### src/rtl/lock_pkg.sv
// Shared definitions for the door-lock front end.
// Holds the StateManager state codes, the special keypad codes, the width
// of one BCD digit, and a helper that says which states accept key entry.
package lock_pkg;

   typedef enum logic [2:0] {
      ST_OFF    = 3'b000,
      ST_ON     = 3'b001,
      ST_WRONG1 = 3'b010,
      ST_WRONG2 = 3'b011,
      ST_OPEN   = 3'b100,
      ST_RESET  = 3'b101,
      ST_LOCK   = 3'b111
   } state_t;

   localparam logic [3:0] KEY_STAR = 4'd10;
   localparam logic [3:0] KEY_HASH = 4'd11;
   localparam int         DIGIT_W  = 4;

   // States in which digits and '*' are taken from the keypad.
   function automatic logic is_entry_state(input state_t s);
      return (s == ST_ON) || (s == ST_WRONG1) || (s == ST_WRONG2) || (s == ST_RESET);
   endfunction

endpackage

### src/rtl/passcode_controller_if.sv
// Bundle between the keypad/StateManager side and passcode_controller.
//   key_valid, key_code    : keypad event strobe and code
//   reset_btn, init_btn    : button levels
//   state                  : current StateManager state
//   is_on, is_star_pressed,
//   reset, correct,
//   initialize             : registered StateManager inputs
//   entry_len              : digits buffered, for display
// master drives the keypad/state side, slave is the controller.
interface passcode_controller_if;

   logic             key_valid;
   logic [3:0]       key_code;
   logic             reset_btn;
   logic             init_btn;
   lock_pkg::state_t state;

   logic             is_on;
   logic             is_star_pressed;
   logic             reset;
   logic             correct;
   logic             initialize;
   logic [3:0]       entry_len;

   modport master (
      output key_valid, key_code, reset_btn, init_btn, state,
      input  is_on, is_star_pressed, reset, correct, initialize, entry_len
   );

   modport slave (
      input  key_valid, key_code, reset_btn, init_btn, state,
      output is_on, is_star_pressed, reset, correct, initialize, entry_len
   );

endinterface

### src/rtl/lockout_timer.sv
// Counts cycles spent in LOCK and pulses expire for one cycle when the
// count reaches LOCK_CYCLES-1, then restarts from zero.
//   clk, rst : clock, async active-high reset
//   en       : high while the StateManager is in LOCK
//   expire   : one-cycle (combinational) expiry pulse
module lockout_timer #(
   parameter int LOCK_CYCLES = 1000
) (
   input  logic clk,
   input  logic rst,
   input  logic en,
   output logic expire
);

   localparam int             CW   = (LOCK_CYCLES > 1) ? $clog2(LOCK_CYCLES) : 1;
   localparam logic [CW-1:0]  LAST = CW'(LOCK_CYCLES - 1);

   logic [CW-1:0] cnt;

   assign expire = en && (cnt == LAST);

   // Leaving LOCK by any path drops the count so the next lockout is full length.
   always_ff @(posedge clk or posedge rst) begin
      if (rst)
         cnt <= '0;
      else if (!en || expire)
         cnt <= '0;
      else
         cnt <= cnt + CW'(1);
   end

endmodule

### src/rtl/passcode_controller.sv
// Keypad front end for the door-lock StateManager.
// Turns keypad events into is_on / is_star_pressed / reset / correct /
// initialize, buffers entered digits, owns the stored password and runs
// the LOCK release timer.
//   clk, rst : clock, async active-high reset
//   bus      : passcode_controller_if.slave (keypad, buttons, state in;
//              StateManager inputs and entry_len out)
module passcode_controller
   import lock_pkg::*;
#(
   parameter int                              MAX_DIGITS  = 8,
   parameter int                              MIN_LEN     = 4,
   parameter logic [MAX_DIGITS*DIGIT_W-1:0]   DEFAULT_PW  = 32'h0000_1234,
   parameter int                              LOCK_CYCLES = 1000
) (
   input logic                   clk,
   input logic                   rst,
   passcode_controller_if.slave  bus
);

   localparam int         BW          = MAX_DIGITS * DIGIT_W;
   localparam logic [3:0] MAX_LEN     = 4'(MAX_DIGITS);
   localparam logic [3:0] MIN_L       = 4'(MIN_LEN);
   localparam logic [3:0] DEFAULT_LEN = 4'd4;

   logic [BW-1:0] buf_q, pw_q;
   logic [3:0]    len_q, pw_len_q;
   logic          ovf_q;
   logic          star_pend, star_q;
   logic          is_on_q, reset_q, correct_q, init_q;
   state_t        state_prev;

   logic lock_en, expire;
   logic in_entry, key_ok, dig_acc, star_acc, hash_acc;
   logic init_next, commit, clear_buf, match;

   assign lock_en = (bus.state == ST_LOCK);

   lockout_timer #(.LOCK_CYCLES(LOCK_CYCLES)) u_lockout_timer (
      .clk    (clk),
      .rst    (rst),
      .en     (lock_en),
      .expire (expire)
   );

   always_comb begin
      in_entry  = is_entry_state(bus.state);
      // Keys are frozen while a '*' pulse is in flight so correct stays put.
      key_ok    = bus.key_valid && !star_pend && !star_q;
      dig_acc   = key_ok && (bus.key_code <= 4'd9) && in_entry;
      star_acc  = key_ok && (bus.key_code == KEY_STAR) && in_entry;
      hash_acc  = key_ok && (bus.key_code == KEY_HASH) && !lock_en;
      init_next = bus.init_btn || expire;
      commit    = (state_prev == ST_RESET) && (bus.state == ST_OFF);
      // Clear once the '*' pulse is done, on any state change, or as
      // initialize rises.
      clear_buf = star_q || (bus.state != state_prev) || (init_next && !init_q);
      match     = (len_q == pw_len_q) && (buf_q == pw_q) && !ovf_q;
   end

   always_ff @(posedge clk or posedge rst) begin
      if (rst) begin
         buf_q      <= '0;
         len_q      <= '0;
         ovf_q      <= 1'b0;
         pw_q       <= DEFAULT_PW;
         pw_len_q   <= DEFAULT_LEN;
         star_pend  <= 1'b0;
         star_q     <= 1'b0;
         is_on_q    <= 1'b0;
         reset_q    <= 1'b0;
         correct_q  <= 1'b0;
         init_q     <= 1'b0;
         state_prev <= ST_OFF;
      end else begin
         state_prev <= bus.state;
         reset_q    <= bus.reset_btn;
         init_q     <= init_next;
         star_pend  <= star_acc;
         star_q     <= star_pend;

         case (bus.state)
            ST_ON, ST_WRONG1, ST_WRONG2: correct_q <= match;
            ST_RESET:                    correct_q <= (len_q >= MIN_L) && !ovf_q;
            default:                     correct_q <= 1'b0;
         endcase

         // initialize holds the StateManager in OFF, so it beats a '#'.
         if (init_next)
            is_on_q <= 1'b0;
         else if (hash_acc)
            is_on_q <= ~is_on_q;

         // Commit samples the buffer before this edge's clear.
         if (commit) begin
            pw_q     <= buf_q;
            pw_len_q <= len_q;
         end

         if (clear_buf) begin
            buf_q <= '0;
            len_q <= '0;
            ovf_q <= 1'b0;
         end else if (dig_acc) begin
            if (len_q == MAX_LEN)
               ovf_q <= 1'b1;
            else begin
               buf_q <= {buf_q[BW-DIGIT_W-1:0], bus.key_code};
               len_q <= len_q + 4'd1;
            end
         end
      end
   end

   assign bus.is_on           = is_on_q;
   assign bus.is_star_pressed = star_q;
   assign bus.reset           = reset_q;
   assign bus.correct         = correct_q;
   assign bus.initialize      = init_q;
   assign bus.entry_len       = len_q;

endmodule

### src/flat_wrapper.sv
// flat-port wrapper written by rule: the top's interface ports become plain ports
module passcode_controller_flat import lock_pkg::*;
#(
   parameter int                              MAX_DIGITS  = 8,
   parameter int                              MIN_LEN     = 4,
   parameter logic [MAX_DIGITS*DIGIT_W-1:0]   DEFAULT_PW  = 32'h0000_1234,
   parameter int                              LOCK_CYCLES = 1000
)
  (clk, rst, bus_key_valid, bus_key_code, bus_reset_btn, bus_init_btn, bus_state, bus_is_on, bus_is_star_pressed, bus_reset, bus_correct, bus_initialize, bus_entry_len);
  passcode_controller_if bus_i ();
  input logic clk;
  input logic rst;
  input wire logic [$bits(bus_i.key_valid)-1:0] bus_key_valid;
  input wire logic [$bits(bus_i.key_code)-1:0] bus_key_code;
  input wire logic [$bits(bus_i.reset_btn)-1:0] bus_reset_btn;
  input wire logic [$bits(bus_i.init_btn)-1:0] bus_init_btn;
  input wire logic [$bits(bus_i.state)-1:0] bus_state;
  output wire logic [$bits(bus_i.is_on)-1:0] bus_is_on;
  output wire logic [$bits(bus_i.is_star_pressed)-1:0] bus_is_star_pressed;
  output wire logic [$bits(bus_i.reset)-1:0] bus_reset;
  output wire logic [$bits(bus_i.correct)-1:0] bus_correct;
  output wire logic [$bits(bus_i.initialize)-1:0] bus_initialize;
  output wire logic [$bits(bus_i.entry_len)-1:0] bus_entry_len;
  assign bus_i.key_valid = bus_key_valid;
  assign bus_i.key_code = bus_key_code;
  assign bus_i.reset_btn = bus_reset_btn;
  assign bus_i.init_btn = bus_init_btn;
  assign bus_i.state = bus_state;
  assign bus_is_on = bus_i.is_on;
  assign bus_is_star_pressed = bus_i.is_star_pressed;
  assign bus_reset = bus_i.reset;
  assign bus_correct = bus_i.correct;
  assign bus_initialize = bus_i.initialize;
  assign bus_entry_len = bus_i.entry_len;
  passcode_controller #(.MAX_DIGITS(MAX_DIGITS), .MIN_LEN(MIN_LEN), .DEFAULT_PW(DEFAULT_PW), .LOCK_CYCLES(LOCK_CYCLES)) u_core (.clk(clk), .rst(rst), .bus(bus_i));
endmodule
### config.mk
export PLATFORM = sky130hd
export DESIGN_NAME = passcode_controller_flat
export DESIGN_NICKNAME = d
export VERILOG_FILES = /design/src/rtl/lock_pkg.sv /design/src/rtl/passcode_controller_if.sv /design/src/rtl/lockout_timer.sv /design/src/rtl/passcode_controller.sv /design/src/flat_wrapper.sv
export SDC_FILE = /design/constraint.sdc
export NUM_CORES = 1
export LEC_CHECK = 0
export BUFFER_PORTS_ARGS = -buffer_cell sky130_fd_sc_hd__buf_2
export CELL_PAD_IN_SITES_DETAIL_PLACEMENT = 1
export CELL_PAD_IN_SITES_GLOBAL_PLACEMENT = 1
export CORE_MARGIN = 1.5
export CORE_UTILIZATION = 30
export DETAILED_ROUTE_END_ITERATION = 12
export PLACE_DENSITY_LB_ADDON = 0.2
export SLEW_MARGIN = 15
export SYNTH_ARGS = -nofsm -noshare
export SYNTH_HDL_FRONTEND = slang
export SYNTH_SLANG_ARGS = --single-unit
### constraint.sdc
create_clock -name clk -period 4.5 [get_ports clk]
set_input_delay 1.125 -clock clk [delete_from_list [all_inputs] [get_ports clk]]
set_output_delay 1.125 -clock clk [all_outputs]
set_load 0.02 [all_outputs]
After elaboration in Yosys (flattened, before gate mapping)
Cells that the tools add are included.

$add $sub $neg: 2. $lt $le $gt $ge: 2. Equal/unequal tests: 14. Muxes and demuxes: 13. Bitwise operators: 1. Reduce and logical (&&, ||, !) cells: 33.

Operators with widths (number): 32-bit 2-to-1 mux (3); 32-bit == test (1); 1-bit logical AND (14); 4-bit == test, second input constant (3); 4-bit 2-to-1 mux (3); 10-bit by 1-bit adder with 10-bit output, second input constant (1); 10-bit == test, second input constant (1); 10-bit 2-to-1 mux (1); 3-bit == test, second input constant (3); 1-bit logical OR (7); 3-bit by 2-bit == test with 1-bit output, second input constant (2); 2-bit nonzero test (3); 1-bit zero test (5); 1-bit 2-to-1 mux (5); 4-bit by 1-bit adder with 4-bit output, second input constant (1); 4-bit == test (1); 4-bit by 3-bit greater-or-equal comparator with 1-bit output, second input constant (1); 4-bit less-or-equal comparator, second input constant (1); 2-bit AND reduction (2); 3-bit by 1-bit == test with 1-bit output, second input constant (1); 3-bit zero test (1); 3-bit inequality test (1); 3-bit OR reduction (1); 2-bit by 1-bit inequality test with 1-bit output, second input constant (1); 2 further kinds (2).

Register bits after elaboration: 92. Bits of input ports: 12. Output and inout bits: 9. Word-level logic and storage cells: 78.

Depth between registers and ports, before layout
Gate-level depths: netlist of run 1.

Depth after elaboration: 7. Mapped depth: 8.

Modules after synthesis
A second synthesis of run 1 with hierarchy kept.

Cell total of the unflattened synthesis: 395. Area, all modules: 4438.0 um^2.

Modules (own cells, without submodules): passcode_controller (times used 1, cells each 340, area each 3903.7 um^2, sequential area each 2059.5 um^2); lockout_timer (times used 1, cells each 55, area each 534.3 um^2, sequential area each 250.2 um^2).

Worst setup path before layout of run 1
Ideal clock, no wire load.

Path kind: input port to flip-flop. Start point: in bus_key_valid. End point: reg u_core.buf_q[31]. Data arrival time: 2408 ps. Data required time: 4427 ps. Slack: 2019 ps. Stages: 7. Path through: or3b_2 a211oi_4 and2_1 buf_4 buf_4 nand2_1 a21oi_2.

Cells in the longest elaborated chain, start to end: 6.

Ends and longest elaborated chain: start: declaration (line flat_wrapper.sv:13) `input wire logic [$bits(bus_i.key_valid)-1:0] bus_key_valid;`; 1-bit logical AND (2 in a row) (line passcode_controller.sv:49) `key_ok = bus.key_valid && !star_pend && !star_q;`; 1-bit logical AND (2 in a row) (line passcode_controller.sv:50) `dig_acc = key_ok && (bus.key_code <= 4'd9) && in_entry;`; 2-bit nonzero test (no source line); 2-bit AND reduction (no source line); end signal: assignment (line passcode_controller.sv:108) `buf_q <= {buf_q[BW-DIGIT_W-1:0], bus.key_code};`; end: declaration (line passcode_controller.sv:26) `logic [BW-1:0] buf_q, pw_q;`.

No other way between the ends. A chain may end at the register's enable or synchronous reset.

Worst setup path in the final report of run 1
Start point: in bus_key_valid. End point: reg u_core.buf_q[5].

Same word-level chain as after synthesis.

==> impl_results.md, run 1 <==
- Core Region: roughly 14000 um^2
- Final hold violation count: 0
- Clk root buf: clkbuf_16
- Synth top area share: between 50 and 60%
- RD Place Congestion: 0.7248
- Sequential area share after synthesis: between 50% and 60%
- Leak: around 2.1 nW
- Tcrit/Tclk final: slightly above 60%
- Setup bufs post-CTS: 0
- HPWL Detailed: around 6 mm
- Fin crit period: 2778 ps
- Largest net degree at the start of global routing: 39
- Top cells by area, synth: dfrtp_1 51%, mux2_2 9.0%, nand2_1 6.4%
- Total global routing overflow: 0
- # DRC: 0
- Fill cell count: 1525
- Vias in the first global route: just under 3000
- Largest family of logic cells by synthesized area: simple AND/OR/NAND/NOR gates
- Crit path max-delay family: simple AND/OR/NAND/NOR gates
- Synth area leader: dfrtp_1
- FMAX: 0.3600 GHz
- Final Net Count: between 400 and 500
- Worst Clk Skew: around 11 ps
- Setup crit start kind: input pin
- Layout cells sized above 1: between 20% and 30%
- Worst-skew pair later-pin latency: 340 ps
- Worst-margin pin slew: between 1000 and 1500 ps
- CTS Hold Buffers Added: 0
- DR iter-0 viols: 100
- Area grow syn2layout: 12.42%
- Clk pin slew, worst setup/hold paths: about 70 ps
- Peak supply drop: 0.1614 mV
- WP data arrival: between 3000 and 4000 ps
- Total Power: approximately 1.6 mW
- #FFs+latches synth: 92
- Critical-path top delay cell: and2_1
- Setup TNS: 0 ps
- Mux share of post-synthesis cell area: approximately 9.0%
- Required @ worst endpoint: 4750 ps
- RSZ-0062 raised after global routing: no
- Post-DRT Antenna Nets: 0
- Post-synthesis net count: around 390
- GRT Util Overall: around 14%
- Clk sinks: between 90 and 100
- First-pass GRT wire length: between 15 and 20 mm
- Initial Util: between 30% and 40%
- HP Class: flip-flop to flip-flop
- Critical path class: input pin to flip-flop
- Combinational share of power: a little under 5%
- Sw Pwr: approximately 0.38 mW
- FF-to-FF setup slack: roughly 2000 ps
- Initial DRT Pass Iterations: 4
- Yosys warnings: 0
- Htree depth: 3
- Deepest clock path buffer count: 2
- WL/cell: ~16 um
- Critical-path cell list: buf_2, or3b_2, a211oi_4, and2_1, buf_12, nand2_1, a21oi_2
- CTS resizes: 0
- Initial antenna violation count: 0
- Chip height: between 100 and 150 um
- Pins over their slew limit: 0
- Seq pwr share: roughly half
- Die X: between 100 and 150 um
- Max_cap viols: 0
- Outcome: finished, final reports clean
- Ports: 21
- Post-synthesis cell count: ~370
- Final setup fails: 0
- Buf+Inv Stages, Crit Path: 2
- Relative slew slack: between 20% and 30%
- Largest stage delay on the critical path: roughly 600 ps
- Port bufs: 20
- Clock share of power: between 40% and 50%
- Final wirelength: 9.211 mm
- XOR/XNOR Fraction of Synth Area: between 10% and 20%
- Most frequent cells in the layout: 86 x dfrtp_1, 72 x nand2_1, 34 x mux2_2, 26 x xor2_1, 26 x a21oi_2
- Power Internal: 1.242 mW
- # diodes: 0
- Distinct cells, synth: 35
- CTS tree: done
- Mapped Avg Cell Area: 11.34 um^2
- Synth Area in Adders: 0.8852%
- Via count: around 2700
- Total Die Area: between 10000 and 15000 um^2
- Row cnt: 43
- CP Capture Type: flip-flop
- Compound-cell area share of the yosys netlist: between 8 and 9%
- Post-Synth Simple-Gate Area: a little over an eighth
- Pwr per Cell Area: approximately 340 nW/um^2
- Vias per Instance: around 4.7
- Commonest non-fill, non-tap cell in the layout: dfrtp_1
- CP max FO: 21
- CTS buffer count: 9
- Syn Std Cell Area: approximately 4200 um^2
- Switching portion of total power: roughly 23%
[routing by layer]
metal / global-route usage (%) / wire length [um] / vias up
li1: - / - / 1288
met1: 18.60 / 4586 / 1404
met2: 21.45 / 4303 / 22
met3: 4.213 / 249 / 7
met4: 3.750 / 71 / 0
met5: 0 / 0 / -
[path summary, 6_finish.rpt]
kind / start / endpoint / depth (start not counted)
hold reg to reg: u_core.star_pend / u_core.bus.is_star_pressed / 0
min in group asynchronous: rst / u_core.pw_len_q[0] / 2
setup reg to reg: u_core.u_lockout_timer.cnt[0] / u_core.buf_q[20] / 6
hold / removal: u_core.star_pend / u_core.bus.is_star_pressed / 0
setup / recovery: bus_key_valid / u_core.buf_q[5] / 7
max in group asynchronous: rst / u_core.pw_q[9] / 3
[per-stage QoR]
stage	setup slack, ps	hold slack (ps)	area (um^2)	utilization, %	cells
after floorplan	993.0	347.1	4240	-	374
after global placement	1408	358.4	4499	32.54	561
after detailed placement	1345	357.2	4499	32.54	561
after CTS	1698	377.2	4767	34.48	577
after global routing	1557	388.7	4767	34.48	577
final	1722	373.3	4767	34.48	577
[logic make-up (layout without fill, tap and decap cells)]
logic type                 Yosys count  after routing
xor gates and xnor gates            49             49
DFF                                 92             92
and+or+nand+nor                    124            124
adders and majority gates            3              3
muxes                               34             34
buffers and inverters               24             47
AOI/OAI and AO/OA                   48             48
[synthesized netlist by cell type, drive strengths merged]
master,instances
mux2,34
a41o,1
nand2b,2
a211oi,2
nor2,15
xnor2,23
nand4b,2
a2111o,1
dfrtp,86
and3,4
or3b,1
nand3,6
buf,11
and2,2
a21oi,37
nand3b,1
nor4,6
dfstp,6
nor3,2
xor2,26
o21a,1
o21bai,1
nand4,8
or3,2
nand2,72
o21ai,5
ha,3
clkbuf,7
inv,6
or2,1
[sequential cells by signal (all words and copies together) (netlist names)]
register / flops
u_core.buf_q: 32
u_core.pw_q: 32
u_core.u_lockout_timer.cnt: 10
u_core.bus.entry_len: 4
u_core.pw_len_q: 4
u_core.state_prev: 3
u_core.bus.correct: 1
u_core.bus.initialize: 1
u_core.bus.is_on: 1
u_core.bus.is_star_pressed: 1
u_core.bus.reset: 1
u_core.ovf_q: 1
u_core.star_pend: 1
[power by group through the flow]
stage | Sequential, mW | Clock [mW] | Combinational, mW
3_3_place_gp | 0.850 | 0 | 0.0815
6_report | 0.835 | 0.704 | 0.0790
2_1_floorplan | 0.853 | 0 | 0.0547
3_5_place_dp | 0.850 | 0 | 0.0813
5_1_grt | 0.835 | 0.769 | 0.0885
4_1_cts | 0.835 | 0.738 | 0.0817
[final cells by class]
cell class	instances	area, um^2	area share, %
timing repair buffer	25	150.1	3.150
clock inverter	2	13.76	0.2887
multi-input combinational	258	1789	37.53
sequential	92	2310	48.45
clock buffer	14	254.0	5.328
inverter	6	25.02	0.5249
tap	180	225.2	4.724
Note: power is estimated with default switching activity, not from simulation.
==> inputs of run 2 (changes only) <==
--- a/config.mk
+++ b/config.mk
@@ -5,6 +5,7 @@
 export SDC_FILE = /design/constraint.sdc
 export NUM_CORES = 1
 export LEC_CHECK = 0
+export ABC_AREA = 1
 export BUFFER_PORTS_ARGS = -buffer_cell sky130_fd_sc_hd__buf_2
 export CELL_PAD_IN_SITES_DETAIL_PLACEMENT = 1
 export CELL_PAD_IN_SITES_GLOBAL_PLACEMENT = 1
==> constraint.sdc (replaced) <==
create_clock -name clk -period 2.9 [get_ports clk]
set_input_delay 0.725 -clock clk [delete_from_list [all_inputs] [get_ports clk]]
set_output_delay 0.725 -clock clk [all_outputs]
set_load 0.02 [all_outputs]
==> impl_results.md, run 2 <==
- Outcome: finished, final reports clean
- Seq pwr share: 47.0% (-4.6 points)
- CP Capture Type: flip-flop
- Hold_ws: 391.7 ps (+18.40 ps)
- Async SR Flop Fraction: 100.0% (unchanged)
- Required @ worst endpoint: 3130 ps (-1620 ps)
- Final Net Count: 569 (+40%)
- Pwr per Cell Area: 543.5 nW/um^2 (+60%)
- Core Region: 14040 um^2 (+1.6%)
- Ports: 21 (unchanged)
- Combinational share of power: 4.9% (about the same)
- Critical path class: flip-flop to flip-flop
- Clk pin slew, worst setup/hold paths: 70 ps (about the same)
- Pins over their slew limit: 0 (unchanged)
- RD Place Congestion: 0.7564 (+4.4%)
- Via count: 3305 (+21%)
- Final Instance Area: 5076 um^2 (+6.5%)
- # diodes: 0 (unchanged)
- First-pass GRT wire length: 17.54 mm (+13%)
- Most frequent cells in the layout: 119 x nand2_1, 92 x inv_1, 86 x dfrtp_1, 62 x nor2_1, 54 x o21ai_0
- R2R depth: 9 (+3)
- Top-count cell post-synth: nand2_1
- WL/cell: 13.39 um (-16%)
- WP depth: 9 (+2)
- Commonest non-fill, non-tap cell in the layout: nand2_1
- #FFs+latches synth: 92 (unchanged)
- Top cells by area, synth: dfrtp_1 49%, nand2_1 10%, inv_1 8.0%
- Switching portion of total power: 21.86% (-1.4 points)
- CTS Hold Buffers Added: 0 (unchanged)
- CTS resizes: 0 (unchanged)
- Final setup margin: 796.2 ps (-925.7 ps)
- Deepest clock path buffer count: 2 (unchanged)
- Met3 Usage GRT: 4.579% (+0.37 points)
- Pre-CTS setup slack: 592.9 ps (-751.7 ps)
- Largest regs: u_core.buf_q (32), u_core.pw_q (32), u_core.u_lockout_timer.cnt (10)
- Final wirelength: 9.892 mm (+7.4%)
- Die X: 123.9 um (+1.6%)
- DR iter-0 viols: 121 (+21%)
- Distinct cells, synth: 29 (-17%)
- CTS tree: done
- Leak: 2.209 nW (+2.8%)
- Sequential area share after synthesis: 52.71% (-1.8 points)
- HP Class: flip-flop to flip-flop
- Initial DRT Pass Iterations: 4 (unchanged)
- # DRC: 0 (unchanged)
- Worst-margin pin slew: 732.1 ps (-336.1 ps)
- Post-synth top flop: dfrtp_1
- Busiest grt layer: met2
- CTS buffer count: 9 (unchanged)
- Synth top area share: 49.11% (-1.6 points)
- Hold Path Depth: 0 (unchanged)
- Initial antenna violation count: 0 (unchanged)
- Most frequent cells after synthesis: 119 x nand2_1, 93 x inv_1, 86 x dfrtp_1, 62 x nor2_1, 54 x o21ai_0
- WP data arrival: 2330 ps (-700 ps)
- Routing usage on met1: 18.58% (-0.022 points)
- Fin crit period: roughly 2100 ps
- Post-DRT Antenna Nets: 0 (unchanged)
- Mapped Avg Cell Area: 8.267 um^2 (-27%)
- Worst-skew pair later-pin latency: 350 ps (about the same)
- Htree depth: 3 (unchanged)
- Setup TNS: 0 ps (unchanged)
- Initial Util: 31.20% (+0.54 points)
- Crit path max-delay family: compound AO/OA/AOI/OAI gates
- Clk root buf: clkbuf_16
- Buf+Inv Stages, Crit Path: 2 (unchanged)
- Largest stage delay on the critical path: 400 ps (-200 ps)
- EDFF count, synth: 0 (unchanged)
- Final hold violation count: 0 (unchanged)
- Row cnt: 43 (unchanged)
- Setup crit start kind: flip-flop
- Yosys warnings: 0 (unchanged)
- Post-synthesis net count: 545 (+40%)
- Syn Std Cell Area: 4382 um^2 (+3.3%)
- Clk sinks: 92 (unchanged)
- Port bufs: 20 (unchanged)
- Fill cell count: 1647 (+8.0%)
- GRT Util Overall: 14.86% (+1.1 points)
- Final setup fails: 0 (unchanged)
- Met2 GRT Util: 25.14% (+3.7 points)
- HPWL Detailed: 6.687 mm (+12%)
- Multi-input logic area: 1622 um^2 (-9.4%)
- Critical-path cell list: ha_1, nand2_1, nor3_1, nand3_1, o21bai_2, inv_2, o21ai_4, buf_4, nor2_1
- Sw Pwr: 0.6032 mW (+61%)
- Post-synthesis cell count: 530 (+42%)
- Vias in the first global route: 3632 (+25%)
- Critical-path top delay cell: o21ai_4
- Max_cap viols: 0 (unchanged)
- Setup bufs post-CTS: 0 (unchanged)
- Relative slew slack: 51.09% (+22 points)
- Vias per Instance: 4.472 (-5.2%)
- Total Die Area: 15340 um^2 (+3.3%)
- Worst Clk Skew: 11.15 ps (+0.2684 ps)
- Sequential Area: 2310 um^2 (unchanged)
- Tcrit/Tclk final: between 70% and 80%
- RSZ-0062 raised after global routing: no
- Power Internal: 2.156 mW (+74%)
- Synth area leader: dfrtp_1
- FMAX: about 0.48 GHz
- Chip height: 123.9 um (+1.6%)
- CP max FO: 16 (-24%)
- Clock share of power: 48.1% (+4.6 points)
- Total global routing overflow: 0 (unchanged)
- Largest net degree at the start of global routing: 63 (+62%)
- Placed Area: 4738 um^2 (+5.3%)
- Layout cells sized above 1: 10.91% (-17 points)
- Peak supply drop: 0.3338 mV (+110%)
- Area grow syn2layout: 15.85%
-- run 2: cell types whose count changed after synthesis, sizes merged, moves of 8 or more --
cell / change
inv: +90
xor2: -23
xnor2: +8
nand2: +47
nor2: +48
o21ai: +65
a21oi: -32
mux2: -32
-- run 2: path summary, 6_finish.rpt --
kind / startpoint / endpoint / slack (ps)
min in group asynchronous: rst / u_core.bus.reset / 490
max in group asynchronous: rst / u_core.pw_q[4] / 1690
hold / removal: u_core.star_pend / u_core.bus.is_star_pressed / 390
hold reg to reg: u_core.star_pend / u_core.bus.is_star_pressed / 390
setup reg to reg: u_core.u_lockout_timer.cnt[0] / u_core.buf_q[16] / 800
setup / recovery: u_core.u_lockout_timer.cnt[0] / u_core.buf_q[16] / 800
-- run 2: power groups by stage --
stage	Combinational [mW]	Clock, mW	Sequential, mW
finish	0.135	1.33	1.30
global route	0.156	1.43	1.30
CTS	0.140	1.38	1.30
detailed placement	0.140	0	1.32
global placement	0.139	0	1.32
floorplan	0.0818	0	1.33
-- run 2: metrics by stage --
| step | total power, mW | util (%) | cells |
|---|---|---|---|
| final | 2.759 | 36.15 | 739 |
| after global routing | 2.880 | 36.15 | 739 |
| after detailed placement | 1.461 | 33.74 | 723 |
| after floorplan | 1.408 | - | 530 |
| after global placement | 1.460 | 33.74 | 723 |
| after CTS | 2.820 | 36.15 | 739 |
-- run 2: cell type report --
cell class              instances  area share [%]
clock buffers                  13           5.324
clock inverters                 3           1.331
inverters                      96           7.173
multi-input cells             326           31.94
flip-flops and latches         92           45.50
well taps                     180           4.437
repair buffers                 29           4.289
-- run 2: routing by layer --
metal | vias to the layer above | wire length [um] | part of all wire (%)
li1 | 1665 | - | -
met1 | 1608 | 4687 | 47
met2 | 22 | 4846 | 49
met3 | 10 | 281 | 2.8
met4 | 0 | 76 | 0.77
met5 | - | 0 | 0
-- run 2: cells by family (layout without fill, tap and decap cells) --
kind of cell,after synthesis,after routing,share of synthesized area [%]
compound gates,79,79,9.595
xor+xnor,34,34,6.796
fa+ha+maj,3,3,0.8567
buf+inv,112,141,10.28
flops,92,92,52.71
mux,2,2,0.5140
simple gates,208,208,19.25
==> inputs of run 3 (changes only) <==
--- a/config.mk
+++ b/config.mk
@@ -5,7 +5,7 @@
 export SDC_FILE = /design/constraint.sdc
 export NUM_CORES = 1
 export LEC_CHECK = 0
-export ABC_AREA = 1
+export ABC_AREA = 0
 export BUFFER_PORTS_ARGS = -buffer_cell sky130_fd_sc_hd__buf_2
 export CELL_PAD_IN_SITES_DETAIL_PLACEMENT = 1
 export CELL_PAD_IN_SITES_GLOBAL_PLACEMENT = 1
==> constraint.sdc (replaced) <==
create_clock -name clk -period 2.1 [get_ports clk]
set_input_delay 0.525 -clock clk [delete_from_list [all_inputs] [get_ports clk]]
set_output_delay 0.525 -clock clk [all_outputs]
set_load 0.02 [all_outputs]
==> impl_results.md, run 3 (synthesized netlist as in run 1, its figures left out) <==
- DR iter-0 viols: 121 (unchanged)
- Switching portion of total power: 23.83% (+2.0 points)
- Final hold violation count: 0 (unchanged)
- CTS tree: done
- Deepest clock path buffer count: 2 (unchanged)
- Worst-margin pin slew: 513.1 ps (-219.0 ps)
- Layout cells sized above 1: 29.85% (+19 points)
- Critical path class: flip-flop to flip-flop
- Total Die Area: 14860 um^2 (-3.1%)
- Via count: 2713 (-18%)
- Area grow syn2layout: 15.31%
- Clk pin slew, worst setup/hold paths: 70 ps (about the same)
- Setup TNS: 0 ps (unchanged)
- Worst Clk Skew: 6.293 ps (-4.858 ps)
- Max_cap viols: 0 (unchanged)
- Clock share of power: 43.0% (-5.1 points)
- HP Class: input pin to asynchronous set/reset pin
- Initial DRT Pass Iterations: 4 (unchanged)
- # diodes: 0 (unchanged)
- Sw Pwr: 0.8291 mW (+37%)
- First-pass GRT wire length: 15.41 mm (-12%)
- Combinational share of power: 5.6% (+0.7 points)
- FMAX: 0.4983 GHz (+4.8%)
- Fill cell count: 1515 (-8.0%)
- Largest regs: u_core.buf_q (32), u_core.pw_q (32), u_core.u_lockout_timer.cnt (10)
- Row cnt: 43 (unchanged)
- Pins over their slew limit: 0 (unchanged)
- Commonest non-fill, non-tap cell in the layout: dfrtp_1
- Initial antenna violation count: 0 (unchanged)
- Fin crit period: 2007 ps (-97.04 ps)
- # DRC: 0 (unchanged)
- Required @ worst endpoint: 2370 ps (-760 ps)
- Clk sinks: 92 (unchanged)
- CP Capture Type: flip-flop
- RSZ-0062 raised after global routing: no
- Largest net degree at the start of global routing: 46 (-27%)
- Most frequent cells in the layout: 86 x dfrtp_1, 72 x nand2_1, 34 x mux2_2, 28 x a21oi_2, 26 x xor2_1
- Core Region: 13830 um^2 (-1.5%)
- Setup crit start kind: flip-flop
- Relative slew slack: 65.72% (+15 points)
- Outcome: finished, final reports clean
- Ports: 21 (unchanged)
- Vias in the first global route: 2859 (-21%)
- WP data arrival: 2280 ps (-50 ps)
- Clk root buf: clkbuf_16
- CTS buffer count: 9 (unchanged)
- RD Place Congestion: 0.6949 (-8.1%)
- Total global routing overflow: 0 (unchanged)
- Peak supply drop: 0.3232 mV (-3.2%)
- Power Internal: 2.650 mW (+23%)
- Leak: 2.205 nW (-0.17%)
- Final Net Count: 412 (-28%)
- Final core occ: 35.36% (-0.79 points)
- Multi-input logic area: 1797 um^2 (+11%)
- Port bufs: 20 (unchanged)
- Initial Util: 30.67% (-0.54 points)
- Post-DRT Antenna Nets: 0 (unchanged)
- Htree depth: 3 (unchanged)
- Vias per Instance: 4.662 (+4.2%)
- Chip height: 121.9 um (-1.6%)
- Pre-CTS setup slack: 58.57 ps (-534.3 ps)
- WL/cell: 16.16 um (+21%)
- Final setup margin: 93.20 ps (-703.0 ps)
- Final wirelength: 9.403 mm (-4.9%)
- HPWL Detailed: 6.092 mm (-8.9%)
- Final setup fails: 0 (unchanged)
- Tcrit/Tclk final: 95.56% (+23 points)
- Die X: 121.9 um (-1.6%)
- Worst-skew pair later-pin latency: 340 ps (about the same)
- CP max FO: 18 (+2)
- Setup bufs post-CTS: 0 (unchanged)
- Seq pwr share: 51.4% (+4.4 points)
- Pwr per Cell Area: 711.4 nW/um^2 (+31%)
- Sequential Area: 2310 um^2 (unchanged)
- GRT Util Overall: 13.76% (-1.1 points)
run 3: changes by cell type in the layout (fill, tap and decap cells not counted), moves of 6 or more:
| cell | change |
|---|---|
| a21oi_2 | +28 |
| o21ai_1 | -15 |
| nor2_1 | -51 |
| o21ai_0 | -49 |
| inv_1 | -87 |
| xnor2_1 | -8 |
| mux2_2 | +32 |
| xor2_1 | +23 |
| nand2_1 | -47 |
| nor4_1 | +6 |
run 3: power groups by stage:
stage               clock network, mW  registers [mW]  logic, mW
finish                           1.49            1.79      0.196
global route                     1.63            1.79      0.217
CTS                              1.56            1.79      0.194
detailed placement                  0            1.82      0.193
global placement                    0            1.82      0.192
floorplan                           0            1.83      0.118
run 3: per-layer routing:
layer	global-route usage (%)	share of wire (%)	vias up
met5	0	0	-
li1	-	-	1304
met4	5.074	1.6	0
met2	21.07	47	15
met3	3.371	1.7	9
met1	18.86	50	1385
run 3: repair_timing:
item | 4_1_cts | 5_1_grt
hold buffers | 0 | 0
setup endpoints to repair | 0 | 8
gates resized for setup | 0 | 2
run 3: path summary, 6_finish.rpt:
path	start	end	slack, ps	depth (start not counted)
worst max-delay path	u_core.u_lockout_timer.cnt[0]	u_core.buf_q[4]	90	7
worst min-delay path	rst	u_core.pw_len_q[0]	210	2
worst max register to register	u_core.u_lockout_timer.cnt[0]	u_core.buf_q[4]	90	7
worst min register to register	u_core.star_pend	u_core.bus.is_star_pressed	390	0
max in group asynchronous	rst	u_core.pw_q[5]	1220	3
min in group clk	bus_reset_btn	u_core.bus.reset	290	1
run 3: layout make-up:
cell class	instances	area share, %
flip-flops and latches	92	47.24
clock buffers	12	4.836
repair buffers	30	5.476
clock inverters	4	0.5629
multi-input cells	258	36.75
inverters	6	0.5374
well taps	180	4.606
run 3: worst max-delay path: stages (launching register included):
cell	delay (ps)
dfrtp_1	390
ha_1	240
nand4b_1	100
nor3_1	90
a41o_1	280
a2111o_2	500
clkbuf_16	230
a21oi_2	110
run 3: metrics by stage:
step / total power, mW / cell area (um^2) / hold WS [ps] / instances
2_1_floorplan: 1.945 / 4244 / 347.1 / 374
3_3_place_gp: 2.014 / 4593 / 358.4 / 565
3_5_place_dp: 2.015 / 4593 / 373.0 / 565
4_1_cts: 3.546 / 4857 / 224.6 / 581
5_1_grt: 3.632 / 4890 / 232.6 / 582
6_report: 3.479 / 4890 / 213.8 / 582
